`src/rtl/counter_pkg.sv`:
```
// Shared definitions for the BCD speed counter slice.
//   speed_e    : speed state encoding, PAUSED plus up to seven running levels
//   MAX_DIGITS : largest supported number of BCD digits
//   SEG_OFF    : active-low segment pattern with every segment dark
package counter_pkg;

  typedef enum logic [2:0] {
    PAUSED = 3'd0,
    S1     = 3'd1,
    S2     = 3'd2,
    S3     = 3'd3,
    S4     = 3'd4,
    S5     = 3'd5,
    S6     = 3'd6,
    S7     = 3'd7
  } speed_e;

  localparam int         MAX_DIGITS = 8;
  localparam logic [6:0] SEG_OFF    = 7'h7F;

endpackage

```
`src/rtl/hex_decoder.sv`:
```
// Single-digit BCD to seven-segment decoder, active-low outputs.
//   digit : BCD digit value (values above 9 blank the display)
//   seg   : segments {g,f,e,d,c,b,a}, 0 = lit
module hex_decoder
  import counter_pkg::*;
(
  input  logic [3:0] digit,
  output logic [6:0] seg
);

  always_comb begin
    seg = SEG_OFF;
    case (digit)
      4'd0:    seg = 7'h40;
      4'd1:    seg = 7'h79;
      4'd2:    seg = 7'h24;
      4'd3:    seg = 7'h30;
      4'd4:    seg = 7'h19;
      4'd5:    seg = 7'h12;
      4'd6:    seg = 7'h02;
      4'd7:    seg = 7'h78;
      4'd8:    seg = 7'h00;
      4'd9:    seg = 7'h10;
      default: seg = SEG_OFF;
    endcase
  end

endmodule

```
`src/rtl/bcd_speed_counter.sv`:
```
// Multi-digit BCD up/down counter whose count rate is stepped by two keys.
//   clk, reset_n     : system clock, asynchronous active-low reset
//   key_up_n         : raw active-low speed-up key (asynchronous)
//   key_down_n       : raw active-low speed-down key (asynchronous)
//   dir              : 1 = count up, 0 = count down
//   clear            : synchronous count clear, wins over tick
//   speed            : current speed level, 0 = paused
//   tick             : one-cycle count-enable pulse
//   wrap             : one-cycle pulse when the count wraps around
//   bcd              : count value, units digit in bits [3:0]
//   seg              : active-low segments per digit, units digit in bits [6:0]
module bcd_speed_counter
  import counter_pkg::*;
#(
  parameter int NUM_DIGITS = 2,
  parameter int NUM_SPEEDS = 3,
  parameter int TICK_DIV   = 50_000_000
)(
  input  logic                    clk,
  input  logic                    reset_n,
  input  logic                    key_up_n,
  input  logic                    key_down_n,
  input  logic                    dir,
  input  logic                    clear,
  output logic [2:0]              speed,
  output logic                    tick,
  output logic                    wrap,
  output logic [4*NUM_DIGITS-1:0] bcd,
  output logic [7*NUM_DIGITS-1:0] seg
);

  localparam int DIV_W = $clog2(TICK_DIV + 1);
  localparam int BCD_W = 4 * NUM_DIGITS;

  // One step of the speed state machine, saturating at both ends.
  // Simultaneous up and down requests cancel.
  function automatic logic [2:0] step_speed(input logic [2:0] cur,
                                            input logic       inc,
                                            input logic       dec);
    logic [2:0] nxt;
    nxt = cur;
    if (inc && !dec && (cur < 3'(NUM_SPEEDS)))
      nxt = cur + 3'd1;
    else if (dec && !inc && (cur != PAUSED))
      nxt = cur - 3'd1;
    return nxt;
  endfunction

  // BCD increment/decrement across all digits; MSB of the result is the
  // carry/borrow out of the top digit, i.e. the wrap flag.
  function automatic logic [BCD_W:0] bcd_step(input logic [BCD_W-1:0] cur,
                                              input logic             up);
    logic [BCD_W-1:0] nxt;
    logic [3:0]       d;
    logic             cy;
    nxt = cur;
    cy  = 1'b1;
    for (int i = 0; i < NUM_DIGITS; i++) begin
      d = cur[4*i +: 4];
      if (cy) begin
        if (up) begin
          if (d == 4'd9) begin
            nxt[4*i +: 4] = 4'd0;
          end else begin
            nxt[4*i +: 4] = d + 4'd1;
            cy = 1'b0;
          end
        end else begin
          if (d == 4'd0) begin
            nxt[4*i +: 4] = 4'd9;
          end else begin
            nxt[4*i +: 4] = d - 4'd1;
            cy = 1'b0;
          end
        end
      end
    end
    return {cy, nxt};
  endfunction

  // Stage p0/p1: two-flop synchronisers; p2 holds the previous synchronised
  // level for falling-edge detection. All reset to 1 (key released).
  logic       up_p0, up_p1, up_p2;
  logic       dn_p0, dn_p1, dn_p2;
  logic [1:0] flush_q;
  logic       up_arm, dn_arm;
  logic       up_press, dn_press;

  always_ff @(posedge clk or negedge reset_n) begin
    if (!reset_n) begin
      up_p0   <= 1'b1;
      up_p1   <= 1'b1;
      up_p2   <= 1'b1;
      dn_p0   <= 1'b1;
      dn_p1   <= 1'b1;
      dn_p2   <= 1'b1;
      flush_q <= 2'd0;
      up_arm  <= 1'b0;
      dn_arm  <= 1'b0;
    end else begin
      up_p0 <= key_up_n;
      up_p1 <= up_p0;
      up_p2 <= up_p1;
      dn_p0 <= key_down_n;
      dn_p1 <= dn_p0;
      dn_p2 <= dn_p1;
      if (!flush_q[1])
        flush_q <= flush_q + 2'd1;
      // The chains show "released" for two cycles after reset regardless of
      // the pin, so a key only arms once a real released level has been seen.
      up_arm <= up_arm | (flush_q[1] & up_p1);
      dn_arm <= dn_arm | (flush_q[1] & dn_p1);
    end
  end

  assign up_press = up_arm & up_p2 & ~up_p1;
  assign dn_press = dn_arm & dn_p2 & ~dn_p1;

  // Speed state and tick divider
  logic [2:0]       speed_q;
  logic [2:0]       speed_nxt;
  logic             speed_chg;
  logic [DIV_W-1:0] div_q;
  logic [DIV_W-1:0] period;
  logic             tick_q;

  assign speed_nxt = step_speed(speed_q, up_press, dn_press);
  assign speed_chg = (speed_nxt != speed_q);
  assign period    = DIV_W'(TICK_DIV) >> (speed_q - 3'd1);

  always_ff @(posedge clk or negedge reset_n) begin
    if (!reset_n) begin
      speed_q <= PAUSED;
      div_q   <= '0;
      tick_q  <= 1'b0;
    end else begin
      speed_q <= speed_nxt;
      // A speed change restarts the period from zero at the new rate.
      if (speed_chg || (speed_q == PAUSED)) begin
        div_q  <= '0;
        tick_q <= 1'b0;
      end else if (div_q == (period - DIV_W'(1))) begin
        div_q  <= '0;
        tick_q <= 1'b1;
      end else begin
        div_q  <= div_q + DIV_W'(1);
        tick_q <= 1'b0;
      end
    end
  end

  // Count register, updated in the cycle after tick
  logic [BCD_W-1:0] bcd_q;
  logic [BCD_W:0]   bcd_nxt;
  logic             wrap_q;

  assign bcd_nxt = bcd_step(bcd_q, dir);

  always_ff @(posedge clk or negedge reset_n) begin
    if (!reset_n) begin
      bcd_q  <= '0;
      wrap_q <= 1'b0;
    end else if (clear) begin
      bcd_q  <= '0;
      wrap_q <= 1'b0;
    end else if (tick_q) begin
      bcd_q  <= bcd_nxt[BCD_W-1:0];
      wrap_q <= bcd_nxt[BCD_W];
    end else begin
      wrap_q <= 1'b0;
    end
  end

  assign speed = speed_q;
  assign tick  = tick_q;
  assign wrap  = wrap_q;
  assign bcd   = bcd_q;

  for (genvar g = 0; g < NUM_DIGITS; g++) begin : g_digit
    hex_decoder u_dec (
      .digit (bcd_q[4*g +: 4]),
      .seg   (seg[7*g +: 7])
    );
  end

endmodule

```
`config.mk`:
```
export PLATFORM = sky130hd
export DESIGN_NAME = bcd_speed_counter
export DESIGN_NICKNAME = d
export VERILOG_FILES = /design/src/rtl/counter_pkg.sv /design/src/rtl/hex_decoder.sv /design/src/rtl/bcd_speed_counter.sv
export SDC_FILE = /design/constraint.sdc
export NUM_CORES = 1
export LEC_CHECK = 0
export CAP_MARGIN = 20
export CORE_UTILIZATION = 25
export CTS_BUF_LIST = sky130_fd_sc_hd__clkbuf_4
export CTS_CLUSTER_DIAMETER = 150
export DETAILED_ROUTE_END_ITERATION = 7
export GPL_ROUTABILITY_DRIVEN = 0
export GPL_TIMING_DRIVEN = 0
export PLACE_DENSITY_LB_ADDON = 0.2
export SETUP_SLACK_MARGIN = 0.05
export SKIP_CTS_REPAIR_TIMING = 1
export SKIP_LAST_GASP = 1
export SYNTH_ARGS = -nofsm -noshare
export SYNTH_HDL_FRONTEND = slang
export SYNTH_SLANG_ARGS = --single-unit
export TNS_END_PERCENT = 100
```
`constraint.sdc`:
```
create_clock -name clk -period 6.12 [get_ports clk]
set_input_delay 0.612 -clock clk [delete_from_list [all_inputs] [get_ports clk]]
set_output_delay 0.612 -clock clk [all_outputs]
set_load 0.03 [all_outputs]
```
==> flow_metrics.py, run 1 <==
metrics = {
    "outcome": {
        "outcome": "finished, final reports clean",
    },
    "job": {
        "timing.max_cap.violations": 0,
    },
    "sta": {
        "hold_viol": 0,
        "clock_skew_ns": 0.01570,
        "setup_ws_ns": 1.403,
        "setup_violations": 0,
        "timing.setup.tns_ns": 0,
        "period_share_pct": 77.07,
        "tightest_slew_ns": 0.8094,
        "rsz0062_at_grt": "false",
        "maxSlewViolCount": 0,
        "max_freq_mhz": 212.0,
        "period_minus_slack_ns": 4.717,
        "slew_headroom_pct": 45.62,
    },
    "final_layout": {
        "final_nets": 520,
        "areaGrowthSynthToFinish_pct": 16.45,
        "antenna_cells": 0,
        "drive_gt1_share_pct": 11.38,
        "layout.cells.non_filler": 676,
    },
    "synthesis": {
        "yosysTopAreaCell": "dfrtp_1",
        "ys_seq_area_share_pct": 32.32,
        "synthAdderAreaFrac_pct": 7.539,
        "synth-edff-count": 0,
        "synth_compound_area_share_pct": 12.39,
        "syn_inst": 453,
        "synthXorXnorAreaFrac_pct": 13.54,
        "yosys.area_share.simple_pct": 27.30,
        "syn_nets": 482,
        "netlist.area_leader.share_pct": 28.19,
        "ys_ff_latch": 49,
        "synth_area_sq_mm": 0.003817,
        "yosysWarnings": 0,
        "ys_top_cells_by_area": "dfrtp_1 (28%), xnor2_1 (11%), ha_1 (7.5%)",
        "synthDistinctLibCells": 61,
        "synthMuxAreaShare_pct": 2.688,
        "avgSynthCellArea_sq_um": 8.427,
        "ys.flop_type": "dfrtp_1",
        "synth_top_family_by_area": "simple AND/OR/NAND/NOR gates",
        "ys_async_sr_fraction_pct": 100.0,
    },
    "die": {
        "die_area_sq_mm": 0.01577,
        "rows": 44,
        "core_area_sq_mm": 0.01470,
        "fp.dieH_um": 125.6,
        "start_util_pct": 25.97,
        "io_pins": 33,
        "dieWidth_um": 125.6,
    },
    "critical_path": {
        "worst_ep_required_time_ns": 6.40,
        "path_class": "flop to flop",
        "start_kind": "flop",
        "cp-end-kind": "flop",
        "path_max_fanout": 10,
        "worst_ep_arrival_time_ns": 5.00,
    },
    "placed_design": {
        "placement.io_buffers": 30,
        "placed_cells_incl_taps": 668,
        "dp_hpwl_mm": 7.331,
        "pre_cts_slack_ns": 1.450,
    },
    "pwr": {
        "ir_drop_uv": 156.1,
        "leakagePower_uw": 0.001805,
        "powerDensity_mw_per_mm2": 363.4,
    },
    "drt": {
        "drt-total-wl_mm": 9.476,
        "post_drt_wl_per_cell_um": 14.02,
        "drc": 0,
        "ant_nets": 0,
        "vias": 3197,
        "drt-pass1-iter-count": 4,
        "drtIter0Drc": 175,
        "routed_via_density": 4.729,
    },
    "clock_network": {
        "clkTransAtPathRegs_ns": 0.16,
        "cts_buffer_depth": 2,
        "clockRootBuffer": "clkbuf_4",
        "clk_latency_ns": 0.38,
        "cts-htree-levels": 2,
        "numCtsBuffers": 5,
        "cts_sinks": 49,
        "cts_tree": "built",
    },
    "grt": {
        "grt_start_max_net_pins": 27,
        "grt_pass1_vias": 3029,
        "grt_use_total_pct": 12.32,
        "grt_overflow": 0,
        "grt_pass1_wl_mm": 15.77,
        "antenna_found_initial": 0,
    },
    "worst_hold_path": {
        "min_path_type": "primary input to asynchronous set/reset pin",
    },
}
-- cell families (layout without fill, tap and decap cells) --
group,after synthesis,after routing
DFF,49,49
adders and majority gates,23,23
buffers and inverters,37,76
muxes,10,10
AOI/OAI and AO/OA,74,74
xor gates and xnor gates,59,59
and+or+nand+nor,201,201
-- cell usage in the layout, fill, tap and decap left out, types with 3 or more instances in the layout --
| cell type | instances |
|---|---|
| mux2i_1 | 8 |
| nor2b_1 | 3 |
| ha_1 | 23 |
| nand2b_1 | 11 |
| a21oi_1 | 30 |
| and3_1 | 7 |
| nor2_1 | 39 |
| nand4_1 | 11 |
| xor2_1 | 13 |
| dfstp_2 | 6 |
| xnor2_1 | 46 |
| inv_1 | 17 |
| clkbuf_1 | 11 |
| nand2_1 | 59 |
| a31oi_1 | 6 |
| buf_2 | 4 |
| clkdlybuf4s50_1 | 29 |
| or2_2 | 4 |
| nor3_1 | 7 |
| dfrtp_1 | 43 |
| nand3b_1 | 4 |
| o21ai_0 | 15 |
| nand3_1 | 16 |
| clkbuf_4 | 5 |
| nor3b_1 | 4 |
| nor2_2 | 20 |
-- path summary, 6_finish.rpt --
check | startpoint | endpoint | slack [ns] | depth (start not counted)
setup / recovery | speed[0] | div_q[12] | 1.40 | 13
hold / removal | reset_n | div_q[20] | 0.20 | 1
setup reg to reg | speed[0] | div_q[12] | 1.40 | 13
hold reg to reg | dn_p0 | dn_p1 | 0.37 | 0
max in group asynchronous | reset_n | up_p0 | 5.29 | 2
min in group clk | dn_p0 | dn_p1 | 0.37 | 0
-- sequential cells by signal (all words and copies together), names as in the netlist --
signal,flops
up_p1,1
wrap,1
dn_p2,1
up_p0,1
dn_p0,1
dn_p1,1
up_arm,1
flush_q,2
speed,3
bcd,8
dn_arm,1
tick,1
up_p2,1
div_q,26
-- Yosys cell counts, drive strengths merged, types with 3 or more instances --
library cell and count:
a21oi 30, a31oi 6, and3 7, buf 8
clkbuf 11, dfrtp 43, dfstp 6, ha 23
inv 17, mux2i 8, nand2 60, nand2b 11
nand3 16, nand3b 4, nand4 12, nor2 59
nor2b 3, nor3 8, nor3b 4, nor4 4
o21ai 16, or2 4, xnor2 46, xor2 13
-- cell type report --
class	count	area, sq um
Fill cell	1529	10250
Clock buffer	5	37.54
Buffer	19	93.84
Clock inverter	3	45.04
Multi-Input combinational cell	367	2422
Timing Repair Buffer	31	315.3
Tap cell	184	230.2
Sequential cell	49	1234
Inverter	18	67.56
-- power by group --
part / total (uW) / switching (uW) / internal, uW
sequential: 398 / 48.8 / 349
combinational: 1020 / 608 / 407
clock: 203 / 115 / 87.8
total: 1620 / 772 / 844
-- worst max-delay path, cell delays in order, from the launching register on --
cell and delay (ns):
dfrtp_1 0.47, clkbuf_1 0.39, inv_1 0.29, ha_1 0.37, ha_1 0.44, nand2b_1 0.19, ha_1 0.22, nand2_2 0.13
or4_4 0.57, a2111oi_4 0.38, nand4_2 0.18, nor4_4 0.67, buf_6 0.26, nor2_2 0.05
-- metal layers --
layer | share of wire, % | vias up | GRT usage, %
met4 | 0.74 | 0 | 2.511
met1 | 52 | 1542 | 17.87
li1 | - | 1621 | -
met2 | 45 | 30 | 19.77
met3 | 2.3 | 4 | 1.155
met5 | 0 | - | 0
-- through the flow --
step | total power [uW] | hold WS (ns) | area [sq um] | util [%]
4_1_cts | 1630 | 0.2215 | 4446 | 30.24
2_1_floorplan | 1188 | 0.3164 | 3817 | -
3_3_place_gp | 1413 | 0.3467 | 4348 | 29.58
3_5_place_dp | 1417 | 0.3478 | 4363 | 29.68
6_report | 1616 | 0.1996 | 4446 | 30.24
5_1_grt | 1754 | 0.2221 | 4446 | 30.24
(Power assumes the default switching activity.)
==> run 2, diff against run 1 <==
Clock period 6.12 ns to 3.93 ns, I/O delays scaled along.
==> run 2 against run 1 <==
Against the previous run: the run now ends with DRC left; worst hold slack improved by 0.14 ns; non-clock buffer count rose by 6; largest cell class unchanged; power is 56% higher; first-iteration DRC count down 4.6%; via count rose by 2.5%; sequential share of layout area is 0.21 points lower; design area is 0.96% higher; wire length grew 0.30%; fmax is 29% higher; critical endpoint is now div_q[22].
==> flow_metrics.py, run 2 (same netlist as run 1, synthesis figures left out) <==
metrics = {
    "final_layout": {
        "fillCellCount": 1552,
        "largest_register_ffs": 26,
        "drive_gt1_share_pct": 13.86,
        "layout_commonest_cell": "nand2_1",
        "multi_input_area_sq_mm": 0.002431,
        "layout_common_cells": "nand2_1 (59), xnor2_1 (46), dfrtp_1 (41)",
        "antenna_cells": 0,
        "regArea_sq_mm": 0.001236,
        "regMostFlops": "div_q",
        "areaGrowthSynthToFinish_pct": 17.57,
        "final_nets": 526,
        "fin_util_pct": 30.53,
    },
    "critical_path": {
        "r2r_cells": 13,
        "path_class": "flop to flop",
        "path_depth": 13,
        "worst_ep_arrival_time_ns": 3.95,
        "cpPeakStageDelay_ns": 0.56,
        "slowest_stage": "or4_4",
        "path_max_fanout": 10,
        "timing.rr.end": "div_q[22]",
        "path_buf_inv": 3,
        "cp-end-kind": "flop",
        "start_kind": "flop",
        "critical-path-top-delay-family": "simple AND/OR/NAND/NOR gates",
        "worst_ep_required_time_ns": 4.22,
        "r2r-start": "speed[0]",
        "rrSetupSlack_ns": 0.27,
        "cpMostUsedCell": "ha_2",
        "cp_cell_sequence": "clkinvlp_4 > ha_2 > ha_2 > nand2b_1 > ha_1 > nand2_2 > or4_4 > a2111oi_4 > nand4_2 > nor4_4 > buf_4 > buf_6 > nor2_2",
    },
    "drt": {
        "vias": 3277,
        "routed_via_density": 4.805,
        "ant_nets": 0,
        "post_drt_wl_per_cell_um": 13.94,
        "drt-pass1-iter-count": 6,
        "drt-total-wl_mm": 9.504,
        "drc": 1,
        "drtIter0Drc": 167,
    },
    "sta": {
        "setup_violations": 0,
        "hold_viol": 0,
        "maxSlewViolCount": 0,
        "slew_headroom_pct": 50.73,
        "max_freq_mhz": 273.0,
        "clock_skew_ns": 0.02231,
        "rsz0062_at_grt": "false",
        "period_share_pct": 93.20,
        "period_minus_slack_ns": 3.663,
        "tightest_slew_ns": 0.7335,
    },
    "pwr": {
        "switchingPower_uw": 1224,
        "p_comb_share_pct": 65.6,
        "clock_power_share_pct": 10.0,
        "pwr-share-seq_pct": 24.4,
        "switching_share_pct": 48.70,
        "ir_drop_uv": 219.0,
        "p_int_uw": 1290,
        "leakagePower_uw": 0.001812,
        "powerDensity_mw_per_mm2": 560.1,
        "total_power_uw": 2514,
    },
    "grt": {
        "antenna_found_initial": 0,
        "grt_pass1_wl_mm": 15.63,
        "grt_pass1_vias": 3068,
        "grt_overflow": 0,
        "grt_start_max_net_pins": 29,
        "grt_use_total_pct": 12.20,
    },
    "die": {
        "die_area_sq_mm": 0.01577,
        "core_area_sq_mm": 0.01470,
        "start_util_pct": 25.97,
        "fp.dieH_um": 125.6,
        "dieWidth_um": 125.6,
        "rows": 44,
        "io_pins": 33,
    },
    "worst_hold_path": {
        "min_path_type": "primary input to flop",
        "hold_end": "bcd[5]",
        "hold_depth": 2,
        "worstHoldStart": "clear",
    },
    "clock_network": {
        "clockRootBuffer": "clkbuf_4",
        "numCtsBuffers": 5,
        "clk_latency_ns": 0.39,
        "cts-htree-levels": 2,
        "cts_buffer_depth": 2,
        "cts_tree": "built",
        "cts_sinks": 49,
        "clkTransAtPathRegs_ns": 0.17,
    },
    "placed_design": {
        "placement.io_buffers": 30,
        "dp_hpwl_mm": 7.354,
    },
    "outcome": {
        "outcome": "complete, but fails checks",
        "violations": "DRC",
    },
    "job": {
        "timing.max_cap.violations": 0,
    },
}
==> run 2: how the worst max path moves through the flow <==
stage / from / endpoint
after detailed placement: speed[0] / div_q[15]
after global routing: speed[0] / div_q[7]
after global placement: speed[0] / div_q[19]
after floorplan: speed[0] / div_q[15]
final: speed[0] / div_q[22]
after CTS: speed[0] / div_q[9]
==> run 2: stage by stage <==
stage	hold WS (ns)	instances	TNS, ns	area [sq um]	worst slack (ns)
finish	0.3397	682	0	4488	0.2672
global placement	0.3475	667	-16.04	4349	-0.6445
CTS	-0.03126	676	-14.26	4423	-0.5870
floorplan	0.09741	453	0	3819	0.1563
global route	0.3766	682	0	4488	0.09847
detailed placement	0.3472	668	-12.92	4364	-0.5311
==> run 2: power by group through the flow <==
stage               Combinational [uW]  Clock [uW]  Sequential, uW
floorplan                         1220           0             636
global placement                  1580           0             629
detailed placement                1580           0             631
CTS                               1590         262             621
global route                      1810         284             622
finish                            1650         251             612
==> run 2: worst register-to-register path: stages, from the launching register on <==
cell and delay [ns]:
dfrtp_2 0.45, clkinvlp_4 0.13, ha_2 0.25, ha_2 0.42, nand2b_1 0.18, ha_1 0.21, nand2_2 0.12, or4_4 0.57
a2111oi_4 0.37, nand4_2 0.17, nor4_4 0.27, buf_4 0.21, buf_6 0.19, nor2_2 0.06
==> run 2: final cells by class <==
cell class / instances / area share [%]
Buffer: 18 / 2.007
Clock buffer: 5 / 0.8364
Clock inverter: 3 / 0.4739
Inverter: 18 / 1.589
Multi-Input combinational cell: 367 / 54.17
Sequential cell: 49 / 27.54
Tap cell: 184 / 5.130
Timing Repair Buffer: 38 / 8.252
==> run 2: layer usage <==
metal | up-vias | wire length (um) | GRT usage, %
met5 | - | 0 | 0
met4 | 0 | 74 | 2.152
met3 | 5 | 218 | 1.583
met2 | 41 | 4484 | 20.26
met1 | 1583 | 4726 | 17.01
li1 | 1648 | - | -
==> run 3, diff against run 2 <==
Settings changed: CTS_BUF_LIST sky130_fd_sc_hd__clkbuf_4 to sky130_fd_sc_hd__clkbuf_4 sky130_fd_sc_hd__clkbuf_8, SLEW_MARGIN from default to 10, SYNTH_HIERARCHICAL from default to 1.
==> run 3 against run 2 <==
Against the previous run: the flow now finishes without violations; clock power grew 37%; worst setup slack gained 0.090 ns; first-iteration DRC count shrank 8.4%; largest power group unchanged; flip-flop and latch count is the same.
==> flow_metrics.py, run 3 <==
metrics = {
    "synthesis": {
        "ys_seq_area_share_pct": 31.04,
        "synth.most_common_cell": "nand2_1",
        "yosysWarnings": 6,
        "syn_nets": 514,
        "syn_inst": 479,
        "ys_async_sr_fraction_pct": 100.0,
        "synth-edff-count": 0,
        "netlist.area_leader.share_pct": 27.07,
        "synthDistinctLibCells": 55,
        "avgSynthCellArea_sq_um": 8.299,
        "ys_top_cells_by_area": "dfrtp_1 (27%), ha_1 (9.1%), xnor2_1 (8.8%)",
        "synth_area_sq_mm": 0.003975,
        "yosysTopAreaCell": "dfrtp_1",
        "ys_top_cells_by_count": "nand2_1 (58), nor2_1 (57), dfrtp_1 (43)",
        "ys.flop_type": "dfrtp_1",
        "ys_ff_latch": 49,
    },
    "drt": {
        "routed_via_density": 4.619,
        "ant_nets": 0,
        "post_drt_wl_per_cell_um": 12.86,
        "drt-pass1-iter-count": 4,
        "vias": 3418,
        "drc": 0,
        "drt-total-wl_mm": 9.517,
        "drtIter0Drc": 153,
    },
    "pwr": {
        "total_power_uw": 2592,
        "leakagePower_uw": 0.001999,
        "powerDensity_mw_per_mm2": 543.7,
        "ir_drop_uv": 460.8,
    },
    "critical_path": {
        "cp-end-kind": "flop",
        "cpPeakStageDelay_ns": 0.48,
        "rrSetupSlack_ns": 0.36,
        "slowest_stage": "dfrtp_2",
        "r2r-start": "speed[1]",
        "path_buf_inv": 4,
        "start_kind": "flop",
        "path_max_fanout": 10,
        "timing.rr.end": "div_q[15]",
        "path_class": "flop to flop",
        "path_depth": 15,
        "worst_ep_required_time_ns": 4.15,
        "critical-path-top-delay-family": "buffers and inverters",
        "cpMostUsedCell": "ha_1",
        "cp_cell_sequence": "inv_1 > ha_4 > ha_1 > buf_2 > nand2b_1 > ha_1 > xor2_2 > mux2_2 > o21ai_0 > a21oi_1 > nand4b_1 > nor4_4 > buf_4 > buf_6 > nor2_1",
        "crit_start": "speed[1]",
        "worst_ep_arrival_time_ns": 3.79,
        "r2r_cells": 15,
    },
    "placed_design": {
        "dp_hpwl_mm": 7.088,
        "placed_cell_area_sq_mm": 0.004574,
        "placement.io_buffers": 32,
    },
    "final_layout": {
        "final_nets": 563,
        "areaGrowthSynthToFinish_pct": 19.92,
        "largest_register_ffs": 26,
        "layout_commonest_cell": "nand2_1",
        "stdcell_area_sq_mm": 0.004767,
        "layout_common_cells": "nand2_1 (58), nor2_1 (57), dfrtp_1 (41)",
        "regMostFlops": "div_q",
        "antenna_cells": 0,
        "drive_gt1_share_pct": 8.696,
    },
    "clock_network": {
        "clockRootBuffer": "clkbuf_8",
        "cts_tree": "built",
        "clkTransAtPathRegs_ns": 0.11,
        "cts-htree-levels": 2,
        "clk_latency_ns": 0.33,
        "numCtsBuffers": 5,
        "cts_sinks": 49,
        "cts_buffer_depth": 2,
    },
    "grt": {
        "grt_pass1_vias": 3165,
        "antenna_found_initial": 0,
        "grt_use_total_pct": 12.19,
        "grt_pass1_wl_mm": 16.02,
        "grt_overflow": 0,
        "grt_start_max_net_pins": 29,
    },
    "job": {
        "timing.max_cap.violations": 0,
    },
    "sta": {
        "rsz0062_at_grt": "false",
        "period_share_pct": 90.90,
        "timing.setup.tns_ns": 0,
        "hold_viol": 0,
        "maxSlewViolCount": 0,
        "tightest_slew_ns": 0.9827,
        "hold_slack_ns": 0.02935,
        "max_freq_mhz": 279.9,
        "slew_headroom_pct": 33.88,
        "setup_violations": 0,
        "period_minus_slack_ns": 3.572,
        "clock_skew_ns": 0.01380,
    },
    "die": {
        "io_pins": 33,
        "core_area_sq_mm": 0.01537,
        "die_area_sq_mm": 0.01641,
        "dieWidth_um": 128.1,
        "start_util_pct": 25.86,
        "rows": 45,
        "fp.dieH_um": 128.1,
    },
    "worst_hold_path": {
        "min_path_type": "primary input to asynchronous set/reset pin",
    },
    "outcome": {
        "outcome": "finished, final reports clean",
    },
}
-- run 3: cell count changes in the layout (fill, tap and decap cells not counted), moves of 6 or more --
cell / delta
mux2i_1: +6
nor2_1: +18
xnor2_1: -6
o21ai_0: +14
nor2_2: -20
inv_1: +9
ha_1: +7
-- run 3: kinds of logic after synthesis --
family          share of synthesized area, %
fa+ha+maj                              9.128
mux                                    4.123
flops                                  31.04
simple gates                           25.50
compound gates                         11.99
xor+xnor                               12.46
buf+inv                                5.760
-- run 3: cell type report --
type / instances / area (sq um)
plain buffers: 22 / 131.4
well taps: 211 / 264.0
clock inverters: 3 / 28.78
clock buffers: 5 / 68.82
flip-flops and latches: 49 / 1236
inverters: 26 / 101.3
repair buffers: 42 / 402.9
fillers: 1639 / 10600
multi-input cells: 382 / 2534
-- run 3: stage by stage --
| stage | setup WS (ns) | util (%) | std cells |
|---|---|---|---|
| after CTS | -0.4807 | 30.39 | 731 |
| after detailed placement | -0.4314 | 29.76 | 723 |
| after global routing | 0.07240 | 31.01 | 740 |
| final | 0.3576 | 31.01 | 740 |
| after floorplan | 0.1909 | - | 479 |
| after global placement | -0.4152 | 29.66 | 722 |
-- run 3: worst max-delay path by stage --
stage                 to  slack, ns
3_5_place_dp    div_q[8]      -0.43
2_1_floorplan  div_q[15]       0.19
6_report       div_q[15]       0.36
4_1_cts        div_q[15]      -0.48
5_1_grt        div_q[15]       0.07
3_3_place_gp   div_q[10]      -0.42
-- run 3: report_power, final --
group / total [uW] / switching, uW / leakage [uW] / internal (uW)
clock network: 343 / 209 / 0.0000506 / 134
registers: 602 / 56.6 / 0.000634 / 545
logic: 1650 / 913 / 0.00131 / 734
total: 2590 / 1180 / 0.00200 / 1410
-- run 3: routing by layer --
metal | part of all wire, % | up-vias | GRT usage [%]
li1 | - | 1726 | -
met3 | 3.6 | 8 | 2.003
met1 | 50 | 1613 | 16.61
met5 | 0 | - | 0
met4 | 0.84 | 0 | 2.699
met2 | 45 | 71 | 20.14
